### src/rtl/fg_dac_spi.sv
// fg_dac_spi -- output stage behind the waveform generator.
//
// Adds a signed DC offset to the generator sample. The sum is saturated to the
// unsigned range 0..2^WAVEFORM_BITWIDTH-1 and truncated to the DAC code width.
// Each accepted sample is then shifted out to an SPI DAC (mode 0, MSB first),
// one frame per sample strobe.
//
// Optional feature: define FG_DAC_CMD_HEADER_EN to send CMD_BYTE ahead of
// the DAC code. Each frame is then DAC_BITWIDTH+8 bits long.
//
// Ports:
//   clk_i       system clock
//   rstn_i      asynchronous active-low reset
//   clk_en_i    sample strobe (one-cycle pulse, same as the generator enable)
//   wave_i      signed generator sample, WAVEFORM_BITWIDTH+1 bits
//   offset_i    signed DC offset, WAVEFORM_BITWIDTH+1 bits
//   clk_div_i   SCLK half-period minus one, in clk_i cycles
//   spi_sclk_o  SPI clock (idles low)
//   spi_mosi_o  SPI data
//   spi_csn_o   SPI chip select, active-low
//   busy_o      high while a frame is in progress
//   drop_o      one-cycle pulse when a strobe is discarded because a frame is busy
module fg_dac_spi #(
  parameter int          WAVEFORM_BITWIDTH = 16,
  parameter int          DAC_BITWIDTH      = 16,
  parameter int          DIV_BITWIDTH      = 8,
  parameter logic [7:0]  CMD_BYTE          = 8'h30
) (
  input  logic                                clk_i,
  input  logic                                rstn_i,
  input  logic                                clk_en_i,
  input  logic signed [WAVEFORM_BITWIDTH:0]   wave_i,
  input  logic signed [WAVEFORM_BITWIDTH:0]   offset_i,
  input  logic        [DIV_BITWIDTH-1:0]      clk_div_i,
  output logic                                spi_sclk_o,
  output logic                                spi_mosi_o,
  output logic                                spi_csn_o,
  output logic                                busy_o,
  output logic                                drop_o
);

  localparam int WB = WAVEFORM_BITWIDTH;
`ifdef FG_DAC_CMD_HEADER_EN
  localparam int N = DAC_BITWIDTH + 8;
`else
  localparam int N = DAC_BITWIDTH;
`endif
  localparam int BCW = $clog2(N + 1);
  localparam logic signed [WB+1:0] MAXV = {2'b00, {WB{1'b1}}};

  // Clamp to 0..2^WB-1, then keep the upper DAC_BITWIDTH bits.
  function automatic logic [DAC_BITWIDTH-1:0] sat_trunc(input logic signed [WB+1:0] s);
    logic [WB-1:0] u;
    if (s < 0)
      u = '0;
    else if (s > MAXV)
      u = '1;
    else
      u = s[WB-1:0];
    return DAC_BITWIDTH'(u >> (WB - DAC_BITWIDTH));
  endfunction

  typedef enum logic [1:0] {IDLE, SHIFT, HOLD} state_t;

  state_t                  state_q;
  logic [N-1:0]            sh_q;
  logic [N-1:0]            sh_d;
  logic [DIV_BITWIDTH-1:0] cnt_q;
  logic [DIV_BITWIDTH-1:0] div_q;
  logic [BCW-1:0]          bitcnt_q;
  logic                    sclk_q;
  logic                    mosi_q;
  logic                    csn_q;
  logic                    busy_q;
  logic                    drop_q;

  logic signed [WB+1:0]    sum;
  logic [DAC_BITWIDTH-1:0] code;
  logic [N-1:0]            frame_w;

  // One bit of headroom so that wave+offset cannot wrap.
  assign sum  = $signed({wave_i[WB], wave_i}) + $signed({offset_i[WB], offset_i});
  assign code = sat_trunc(sum);
  // The header byte sits above the code. Without the header, N equals the
  // code width and the cast drops the header byte.
  assign frame_w = N'({CMD_BYTE, code});
  assign sh_d    = sh_q << 1;

  always_ff @(posedge clk_i or negedge rstn_i) begin
    if (!rstn_i) begin
      state_q  <= IDLE;
      sh_q     <= '0;
      cnt_q    <= '0;
      div_q    <= '0;
      bitcnt_q <= '0;
      sclk_q   <= 1'b0;
      mosi_q   <= 1'b0;
      csn_q    <= 1'b1;
      busy_q   <= 1'b0;
      drop_q   <= 1'b0;
    end else begin
      drop_q <= 1'b0;
      case (state_q)
        IDLE: begin
          if (clk_en_i) begin
            sh_q     <= frame_w;
            mosi_q   <= frame_w[N-1];
            csn_q    <= 1'b0;
            sclk_q   <= 1'b0;
            cnt_q    <= '0;
            bitcnt_q <= '0;
            div_q    <= clk_div_i;
            busy_q   <= 1'b1;
            state_q  <= SHIFT;
          end
        end
        SHIFT: begin
          drop_q <= clk_en_i;
          if (cnt_q == div_q) begin
            cnt_q  <= '0;
            sclk_q <= ~sclk_q;
            // A falling edge: present the next bit for a full half-period.
            if (sclk_q) begin
              sh_q   <= sh_d;
              mosi_q <= sh_d[N-1];
              if (bitcnt_q == BCW'(N - 1))
                state_q <= HOLD;
              else
                bitcnt_q <= bitcnt_q + 1'b1;
            end
          end else begin
            cnt_q <= cnt_q + 1'b1;
          end
        end
        HOLD: begin
          drop_q <= clk_en_i;
          if (cnt_q == div_q) begin
            cnt_q   <= '0;
            csn_q   <= 1'b1;
            mosi_q  <= 1'b0;
            busy_q  <= 1'b0;
            state_q <= IDLE;
          end else begin
            cnt_q <= cnt_q + 1'b1;
          end
        end
        default: state_q <= IDLE;
      endcase
    end
  end

  assign spi_sclk_o = sclk_q;
  assign spi_mosi_o = mosi_q;
  assign spi_csn_o  = csn_q;
  assign busy_o     = busy_q;
  assign drop_o     = drop_q;

endmodule

### config.mk
export PLATFORM = sky130hd
export DESIGN_NAME = fg_dac_spi
export DESIGN_NICKNAME = d
export VERILOG_FILES = /design/src/rtl/fg_dac_spi.sv
export SDC_FILE = /design/constraint.sdc
export NUM_CORES = 1
export LEC_CHECK = 0
export BUFFER_PORTS_ARGS = -buffer_cell sky130_fd_sc_hd__buf_4
export CAP_MARGIN = 10
export CORE_AREA = 2 2 69 120
export CTS_CLUSTER_DIAMETER = 120
export DETAILED_ROUTE_END_ITERATION = 8
export DIE_AREA = 0 0 71 122
export GPL_TIMING_DRIVEN = 0
export PLACE_DENSITY = 0.73
export SLEW_MARGIN = 20
export SYNTH_ARGS = -nofsm -noshare
export SYNTH_HDL_FRONTEND = slang
export SYNTH_SLANG_ARGS = --single-unit
### constraint.sdc
create_clock -name clk_i -period 3.3 [get_ports clk_i]
set_input_delay 0.165 -clock clk_i [delete_from_list [all_inputs] [get_ports clk_i]]
set_output_delay 0.165 -clock clk_i [all_outputs]
set_load 0.02 [all_outputs]
Word level (Yosys, flattened, before mapping)
Index checks and enable logic that the tools add are counted.
{"block": "totals", "regBits": 43, "word_cells": 73}
{"block": "classes", "add_sub_neg": 3, "magnitude_cmp": 2, "eq_ne": 10, "muxes": 33, "bitwise": 1, "n_reduce_logical": 14}
{"cell": "$mux 15", "n": 3}
{"cell": "$mux 16", "n": 2}
{"cell": "$pmux 15 s2", "n": 1}
{"cell": "$mux 5", "n": 4}
{"cell": "$add 17x17->18", "n": 1}
{"cell": "$gt 18x17->1 const B", "n": 1}
{"cell": "$lt 18x1->1 const B", "n": 1}
{"cell": "$mux 8", "n": 2}
{"cell": "$pmux 8 s2", "n": 1}
{"cell": "$reduce_and 5->1", "n": 3}
{"cell": "$ne 2x2->1 const B", "n": 6}
{"cell": "$mux 2", "n": 5}
{"cell": "$pmux 5 s2", "n": 1}
{"cell": "$mux 1", "n": 9}
{"cell": "$add 8x1->8 const B", "n": 1}
{"cell": "$eq 8x8->1", "n": 1}
{"cell": "$pmux 1 s2", "n": 3}
{"cell": "$pmux 2 s3", "n": 1}
{"cell": "$reduce_and 3->1", "n": 2}
{"cell": "$reduce_bool 2->1", "n": 3}
{"cell": "$add 5x1->5 const B", "n": 1}
{"cell": "$eq 5x4->1 const B", "n": 1}
{"cell": "$reduce_and 2->1", "n": 2}
{"cell": "$reduce_and 4->1", "n": 1}
{"cell": "7 further kinds", "n": 7}

Logic depth before layout (Yosys ltp)
Gate-level depths: netlist of the first run.
{"block": "depth", "ltp_word": 6, "ltp_mapped": 11}

Worst setup path after synthesis of the first run
OpenSTA, ideal clock, no wires.
{"block": "synth_timing", "kind": "in2reg", "from": "in wave_i[0]", "to": "reg sh_q[2]", "arrival_ns": 1.990, "slack_ns": 1.178, "path_stages": 10, "path_buffers": 1, "cell_sequence": "ha_1 inv_1 fa_1 nor2b_1 o31ai_2 a2111oi_4 nor3_2 buf_4 a211oi_1 o22ai_1"}
{"block": "synth_between", "elab_chain_len": 6}
{"element": "from (decl)", "line_no": "32", "source": "input logic signed [WAVEFORM_BITWIDTH:0] wave_i,"}
{"element": "$add 17x17->18 (*)", "line_no": "82", "source": "assign sum = $signed({wave_i[WB], wave_i}) + $signed({offset_i[WB], offset_i});"}
{"element": "$gt 18x17->1", "line_no": "56", "source": "else if (s > MAXV)"}
{"element": "$mux 16", "line_no": "56"}
{"element": "$mux 16 (*)", "line_no": "54", "source": "if (s < 0)"}
{"element": "$mux 15 (*)", "line_no": "105", "source": "if (clk_en_i) begin"}
{"element": "$pmux 15 s2 (*)", "line_no": "103", "source": "case (state_q)"}
{"element": "to (signal assigned)", "line_no": "106", "source": "sh_q <= frame_w;"}
{"element": "to (decl)", "line_no": "66", "source": "logic [N-1:0] sh_q;"}
Every way passes the cells marked *; elsewhere a longest branch is shown, timed or not. The select of a mux whose other input is x is not followed.
A chain may end at the register's enable or synchronous reset.

Worst setup path after layout of the first run
{"block": "layout_timing", "from": "reg state_q[1]", "to": "reg sh_q[5]"}
{"block": "layout_between", "elab_chain_len": 3}
{"element": "from (decl)", "line_no": "65", "source": "state_t state_q;"}
{"element": "from (signal assigned)", "line_no": "91", "source": "state_q <= IDLE;"}
{"element": "from (signal assigned)", "line_no": "114", "source": "state_q <= SHIFT;"}
{"element": "from (signal assigned)", "line_no": "127", "source": "state_q <= HOLD;"}
{"element": "$eq 2x1->1 or $logic_not 2->1 (tied branches)", "line_no": "103"}
{"element": "$ne 2x2->1 (no line) or $reduce_bool 2->1 (tied branches)"}
{"element": "$reduce_and 4->1 (no line)"}
Several ways; a longest one is shown, not always the timed one.

==> results by group, run 1 <==
Detailed routing
  – DRC Markers: 0
  – Routed Antenna Nets: 0
  – Vias per cell: 5.795
  – Vias: 3031
  – Avg WL per Cell: 14.85 microns
  – Drt first pass iters: 4
  – 1st-iter DRT viols: 151
  – Post-Route WL: 7.766 mm

Layout
  – Fill cell count: 730
  – Nets: 502
  – Share of cells above drive strength 1: 23.79%
  – Layout Area Growth over Synthesis: 18.66%
  – Ant. Diodes: 0
  – Post-layout util: 51.19%

Logic synthesis
  – FF+latch count, synth: 43
  – Avg Cell Area, Syn: 8.975 sq um
  – Post-synth top cells: dfrtp_1, a21oi_1, nand2_1
  – Synth area leader: dfrtp_1
  – Area contributors post-synth: dfrtp_1, ha_1, a21oi_1
  – Syn. warnings: 0
  – Synth top area share: 31.23%
  – Distinct cells, synth: 65
  – Register area share after synthesis: 32.01%
  – Most instantiated library cell after synthesis: dfrtp_1
  – Number of synthesized flops with an enable pin: 0
  – Syn_nets: 445
  – Post-Synthesis Cell Area: 3366 sq um
  – Synth Instances: 375
  – Top FF cell, synth: dfrtp_1
  – Async SR Flop Fraction: 100.0%

Power
  – Leakage power: 0.001799 uW
  – Pwr per Cell Area: 709.9 nW/um^2
  – VDD IR max: 0.0002917 V

Die
  – Row count: 43
  – Die ar.: 8662 sq um
  – Initial Util: 43.14%
  – Core Area: 7801 sq um
  – Die H: 122 microns
  – I/O pins: 50
  – Die Width: 71 microns

STA
  – Setup TNS: 0 ns
  – Max transition margin: 52.58%
  – Final setup viols: 0
  – Actual slew at the worst max-slew pin: 0.7038 ns
  – Final Cycle Share: 70.31%
  – Final hold vios: 0
  – FMAX: 0.4310 GHz
  – RSZ-0062 raised after global routing: false
  – Final min period: 2.320 ns
  – Final setup margin: 0.9797 ns
  – Pins Over Slew Limit: 0
  – Clk_skew: 0.006979 ns

Worst setup path
  – Crit path cell chain: inv_1 > ha_1 > clkbuf_1 > buf_1 > clkbuf_1 > a21oi_1 > o22ai_1
  – Critical path's slowest cell: clkbuf_1
  – CP most frequent cell: clkbuf_1
  – Crit path kind: flip-flop to flip-flop
  – Critical Path Start Type: flip-flop
  – Critical path endpoint category: flip-flop
  – WP data arrival: 2.52 ns
  – Crit Path Max Fanout: 10
  – Crit path largest cell delay: 0.49 ns
  – Req. time, crit path: 3.50 ns

Clock tree
  – H-tree depth: 2
  – CTS tree: done
  – Clock latency on the worst-skew pair: 0.29 ns
  – Clock Path Buffers: 2
  – TritonCTS Sinks: 43
  – TritonCTS Buffers: 5
  – Worst-path clk slew: 0.06 ns
  – Post-CTS sizing: 0
  – CTS Root Buffer Type: clkbuf_16

Run status
  – Status: complete, no violations

GRT
  – Vias in the first global route: 3019
  – Initial antenna violation count: 0
  – Largest net degree at the start of global routing: 44
  – GRT Total Usage: 18.54%
  – GRT overflow: 0
  – First-pass GRT wire length: 12.98 mm

Placement
  – Final Wtd Congestion: 0.8702
  – Port bufs: 49
  – Pre-CTS setup slack: 0.8177 ns
  – Hpwl dp: 6.214 mm

Run
  – Max-cap check violation count: 0

Hold path
  – Class of the worst hold path: input pin to flip-flop
-- final timing paths --
kind	slack, ns	depth (start not counted)	to	startpoint
min	0.11	2	div_q[0]	clk_div_i[0]
max reg2reg	0.98	7	sh_q[5]	state_q[1]
min in group asynchronous	0.41	2	cnt_q[1]	rstn_i
max in group asynchronous	2.51	2	spi_csn_o	rstn_i
max	0.98	7	sh_q[5]	state_q[1]
min reg2reg	0.49	2	spi_csn_o	spi_csn_o
-- kinds of logic (layout without fill, tap and decap cells) --
logic type               Yosys count  in the layout  share of synthesized area, %
AO/OA/AOI/OAI                    132            132                         26.43
AND/OR/NAND/NOR                  119            119                         19.33
flip-flops                        43             43                         32.01
buffers and inverters             26             84                         3.977
adder cells (fa/ha/maj)           25             25                         9.517
XOR/XNOR                          18             18                         4.684
multiplexers                      12             12                         4.052
-- per-stage QoR --
stage / total power, uW / instance area, sq um / hold slack, ns / instances
CTS: 2858 / 3994 / 0.1072 / 523
finish: 2835 / 3994 / 0.1107 / 523
global placement: 2313 / 3846 / 0.1828 / 514
floorplan: 1992 / 3366 / -0.1306 / 375
detailed placement: 2371 / 3846 / 0.1919 / 514
global route: 3064 / 3994 / 0.1087 / 523
-- routing by layer --
metal / GRT usage (%) / share of wire (%)
met1: 18.02 / 37
met2: 37.32 / 57
met3: 2.647 / 3.2
met4: 8.019 / 3.1
met5: 0 / 0
-- cell usage in the layout (no fill, tap or decap), types with 4 or more instances in the layout --
master	count
and3_1	13
nand2b_1	9
xnor2_1	8
a21oi_2	8
a21o_1	8
inv_1	12
nand2_1	31
buf_4	51
a21oi_1	35
o21ai_0	23
nor2_1	22
o22ai_1	10
nor2b_1	4
a211oi_1	12
ha_1	24
mux2_2	9
clkbuf_1	4
nand3_1	13
dfrtp_1	42
clkbuf_16	5
o31ai_1	4
buf_2	5
xor2_1	10
o21ai_1	10
-- registers in the layout (all words and copies together), names as in the netlist, 2 cells and up --
name      cells
state_q       2
div_q         8
sh_q         15
cnt_q         8
bitcnt_q      5
-- where the power goes --
group          internal [uW]  total, uW  leakage (uW)  switching, uW
registers                742        904      0.000528            162
logic                    626       1460       0.00120            834
clock network            280        471     0.0000679            192
-- cell type report --
cell class | count | area [sq um] | area share, %
Clock buffer | 7 | 132.6 | 3.321
Inverter | 13 | 48.80 | 1.222
Timing Repair Buffer | 50 | 377.9 | 9.461
Clock inverter | 1 | 5.005 | 0.1253
Multi-Input combinational cell | 306 | 2155 | 53.95
Buffer | 13 | 85.08 | 2.130
Tap cell | 90 | 112.6 | 2.820
Sequential cell | 43 | 1077 | 26.97
-- worst max-delay path, delay by kind of cell, from the launching register on --
family                     cells  cell delay, ns
buffers and inverters          4            1.36
DFF                            1            0.41
AOI/OAI and AO/OA              2            0.32
adders and majority gates      1            0.16
-- timing repair --
action	in CTS	in global routing
hold buffers	1	0
hold endpoints to repair	42	0
setup buffers	0	0
Note: power is estimated with default switching activity, not from simulation.
==> run 2, diff against run 1 <==
ABC_AREA = 1   (was default)
PLACE_DENSITY = 0.75   (was 0.73)
clock period = 1.9 ns   (was 3.3 ns; I/O delays follow)
==> run 2 against run 1 <==
Net effect: synthesized cell count is 28% higher; non-clock buffer count increased by 3; clock power grew 130%; critical path depth grew 9; core utilization increased by 3.0 points; cell count rose by 22%; largest power group unchanged.
==> results by group, run 2 <==
Placement
  – Hpwl dp: 6.198 mm
  – Final Wtd Congestion: 0.8526
  – Dpl cells: 619
  – Port bufs: 49

STA
  – Max transition margin: 63.65%
  – Final hold vios: 0
  – Pins Over Slew Limit: 0
  – Final min period: 1.826 ns
  – FMAX: 0.5476 GHz
  – Actual slew at the worst max-slew pin: 0.5452 ns
  – Final hold slack: 0.01973 ns
  – Final setup viols: 0
  – Final Cycle Share: 96.11%
  – Clk_skew: 0.005559 ns
  – RSZ-0062 raised after global routing: true

Detailed routing
  – Drt first pass iters: 4
  – Vias per cell: 5.107
  – Routed Antenna Nets: 0
  – 1st-iter DRT viols: 106
  – Post-Route WL: 7.879 mm
  – Avg WL per Cell: 12.37 microns
  – DRC Markers: 0
  – Vias: 3253

Logic synthesis
  – Synth top area share: 31.15%
  – Post-synth top cells: nand2_1, nor2_1, inv_1
  – Post-Synthesis Cell Area: 3374 sq um
  – Synth Instances: 480
  – Distinct cells, synth: 37
  – Syn. warnings: 0
  – Async SR Flop Fraction: 100.0%
  – Most instantiated library cell after synthesis: nand2_1
  – Register area share after synthesis: 31.92%
  – Number of synthesized flops with an enable pin: 0
  – Avg Cell Area, Syn: 7.030 sq um
  – Syn_nets: 550
  – FF+latch count, synth: 43
  – Top FF cell, synth: dfrtp_1
  – Area contributors post-synth: dfrtp_1, nand2_1, ha_1
  – Synth area leader: dfrtp_1

Worst setup path
  – R2r endpoint: cnt_q[3]
  – Worst Setup SP: wave_i[0]
  – Reg2Reg Setup Slack: 0.13 ns
  – Crit path kind: input pin to flip-flop
  – Critical path endpoint category: flip-flop
  – Critical Path Start Type: input pin
  – WP data arrival: 2.04 ns
  – Req. time, crit path: 2.11 ns
  – Start of the worst register-to-register path: state_q[1]
  – Crit Path Max Fanout: 5
  – Worst r2r path cells: 9

Layout
  – Final cell count without fillers: 637
  – Largest regs: sh_q: 15 flops, cnt_q: 8 flops, div_q: 8 flops
  – Ant. Diodes: 0
  – Fill cell count: 761
  – Most frequent cells in the layout: nand2_1, nor2_1, inv_1, buf_4, dfrtp_1
  – Share of cells above drive strength 1: 22.30%
  – Nets: 616
  – Layout Area Growth over Synthesis: 25.21%
  – Most common cell after layout, fill and taps aside: nand2_1
  – Biggest register: sh_q
  – Max FFs per register: 15

Die
  – Core Area: 7801 sq um
  – Die ar.: 8662 sq um
  – Row count: 43
  – I/O pins: 50
  – Die H: 122 microns
  – Initial Util: 43.26%
  – Die Width: 71 microns

Run status
  – Status: complete, no violations

Hold path
  – Class of the worst hold path: input pin to flip-flop
  – Hold endpoint: drop_o
  – WHS Path Cells: 3
  – Worst Min Path Start: clk_en_i

Clock tree
  – Clock latency on the worst-skew pair: 0.28 ns
  – Worst-path clk slew: 0.06 ns
  – TritonCTS Buffers: 5
  – CTS Root Buffer Type: clkbuf_16
  – TritonCTS Sinks: 43
  – H-tree depth: 2
  – CTS tree: done
  – Clock Path Buffers: 2

GRT
  – Largest net degree at the start of global routing: 44
  – First-pass GRT wire length: 12.99 mm
  – GRT overflow: 0
  – GRT Total Usage: 18.35%
  – Vias in the first global route: 3223
  – Initial antenna violation count: 0

Power
  – VDD IR max: 0.0005789 V
  – Power, Total: 5436 uW
  – Leakage power: 0.002209 uW
  – Pwr per Cell Area: 1287 nW/um^2

Run
  – Max-cap check violation count: 0
## run 2: cell types whose count changed after synthesis, sizes merged, moves of 13 or more
| cell | previous run | this run |
|---|---|---|
| a211oi | 13 | 0 |
| nand3 | 14 | 37 |
| inv | 13 | 60 |
| nor2 | 22 | 66 |
| o21ai | 35 | 12 |
| nand2 | 32 | 141 |
## run 2: per-stage QoR
step / area, sq um / setup TNS (ns) / util [%] / setup WS [ns]
after floorplan: 3374 / 0 / - / 0.02061
after global placement: 3855 / -5.770 / 49.41 / -0.3721
after detailed placement: 3855 / -7.034 / 49.41 / -0.4189
after CTS: 4086 / 0 / 52.38 / 0.02311
after global routing: 4225 / -0.2008 / 54.16 / -0.03965
final: 4225 / 0 / 54.16 / 0.07393
## run 2: power by group
part | internal, uW | switching (uW) | total (uW)
combinational | 1190 | 1610 | 2800
clock | 753 | 344 | 1100
sequential | 1310 | 229 | 1540
## run 2: worst max-delay path by stage
| stage | end | slack [ns] | depth (start not counted) |
|---|---|---|---|
| after floorplan | sh_q[14] | 0.02 | 15 |
| after global placement | sh_q[14] | -0.37 | 16 |
| after detailed placement | sh_q[6] | -0.42 | 16 |
| after CTS | sh_q[14] | 0.02 | 17 |
| after global routing | cnt_q[3] | -0.04 | 9 |
| final | sh_q[11] | 0.07 | 16 |
## run 2: area by class of cell
cell class	instances	area [sq um]	area share, %
multi-input combinational	370	2108	49.90
sequential	43	1079	25.53
timing repair buffer	59	446.7	10.57
inverter	60	225.2	5.330
clock buffer	6	128.9	3.050
tap	90	112.6	2.665
buffer	7	65.06	1.540
clock inverter	2	60.06	1.421
## run 2: what timing repair did
item | in CTS | in global routing
gates resized for setup | 6 | 31
endpoints found under the hold margin | 42 | 0
hold buffers | 1 | 0
setup buffers | 2 | 6
pin swaps | 2 | 5
cloned | 0 | 1
endpoints found under the setup margin | 21 | 30
## run 2: cells by family after synthesis
logic type	Yosys count	share of synthesized area (%)
compound gates	53	9.270
xor+xnor	20	5.191
fa+ha+maj	25	9.492
buf+inv	67	7.897
flops	43	31.92
mux	10	3.263
simple gates	262	32.96
## run 2: layer usage
layer,vias to the layer above,part of all wire (%),GRT usage [%]
li1,1662,-,-
met1,1494,35,17.02
met2,76,58,37.62
met3,21,3.2,2.068
met4,0,3.3,9.198
met5,-,0,0
## run 2: critical path, stage by stage
cell and delay [ns]:
buf_4 0.09, ha_4 0.14, inv_1 0.06, fa_2 0.38
inv_2 0.07, nand3_2 0.06, nand2_2 0.11, nand2_2 0.07
nand2_4 0.09, nand2_2 0.06, nand2_2 0.07, nand4_1 0.22
buf_4 0.24, nand3_1 0.06, nand2_1 0.07, a21oi_2 0.14
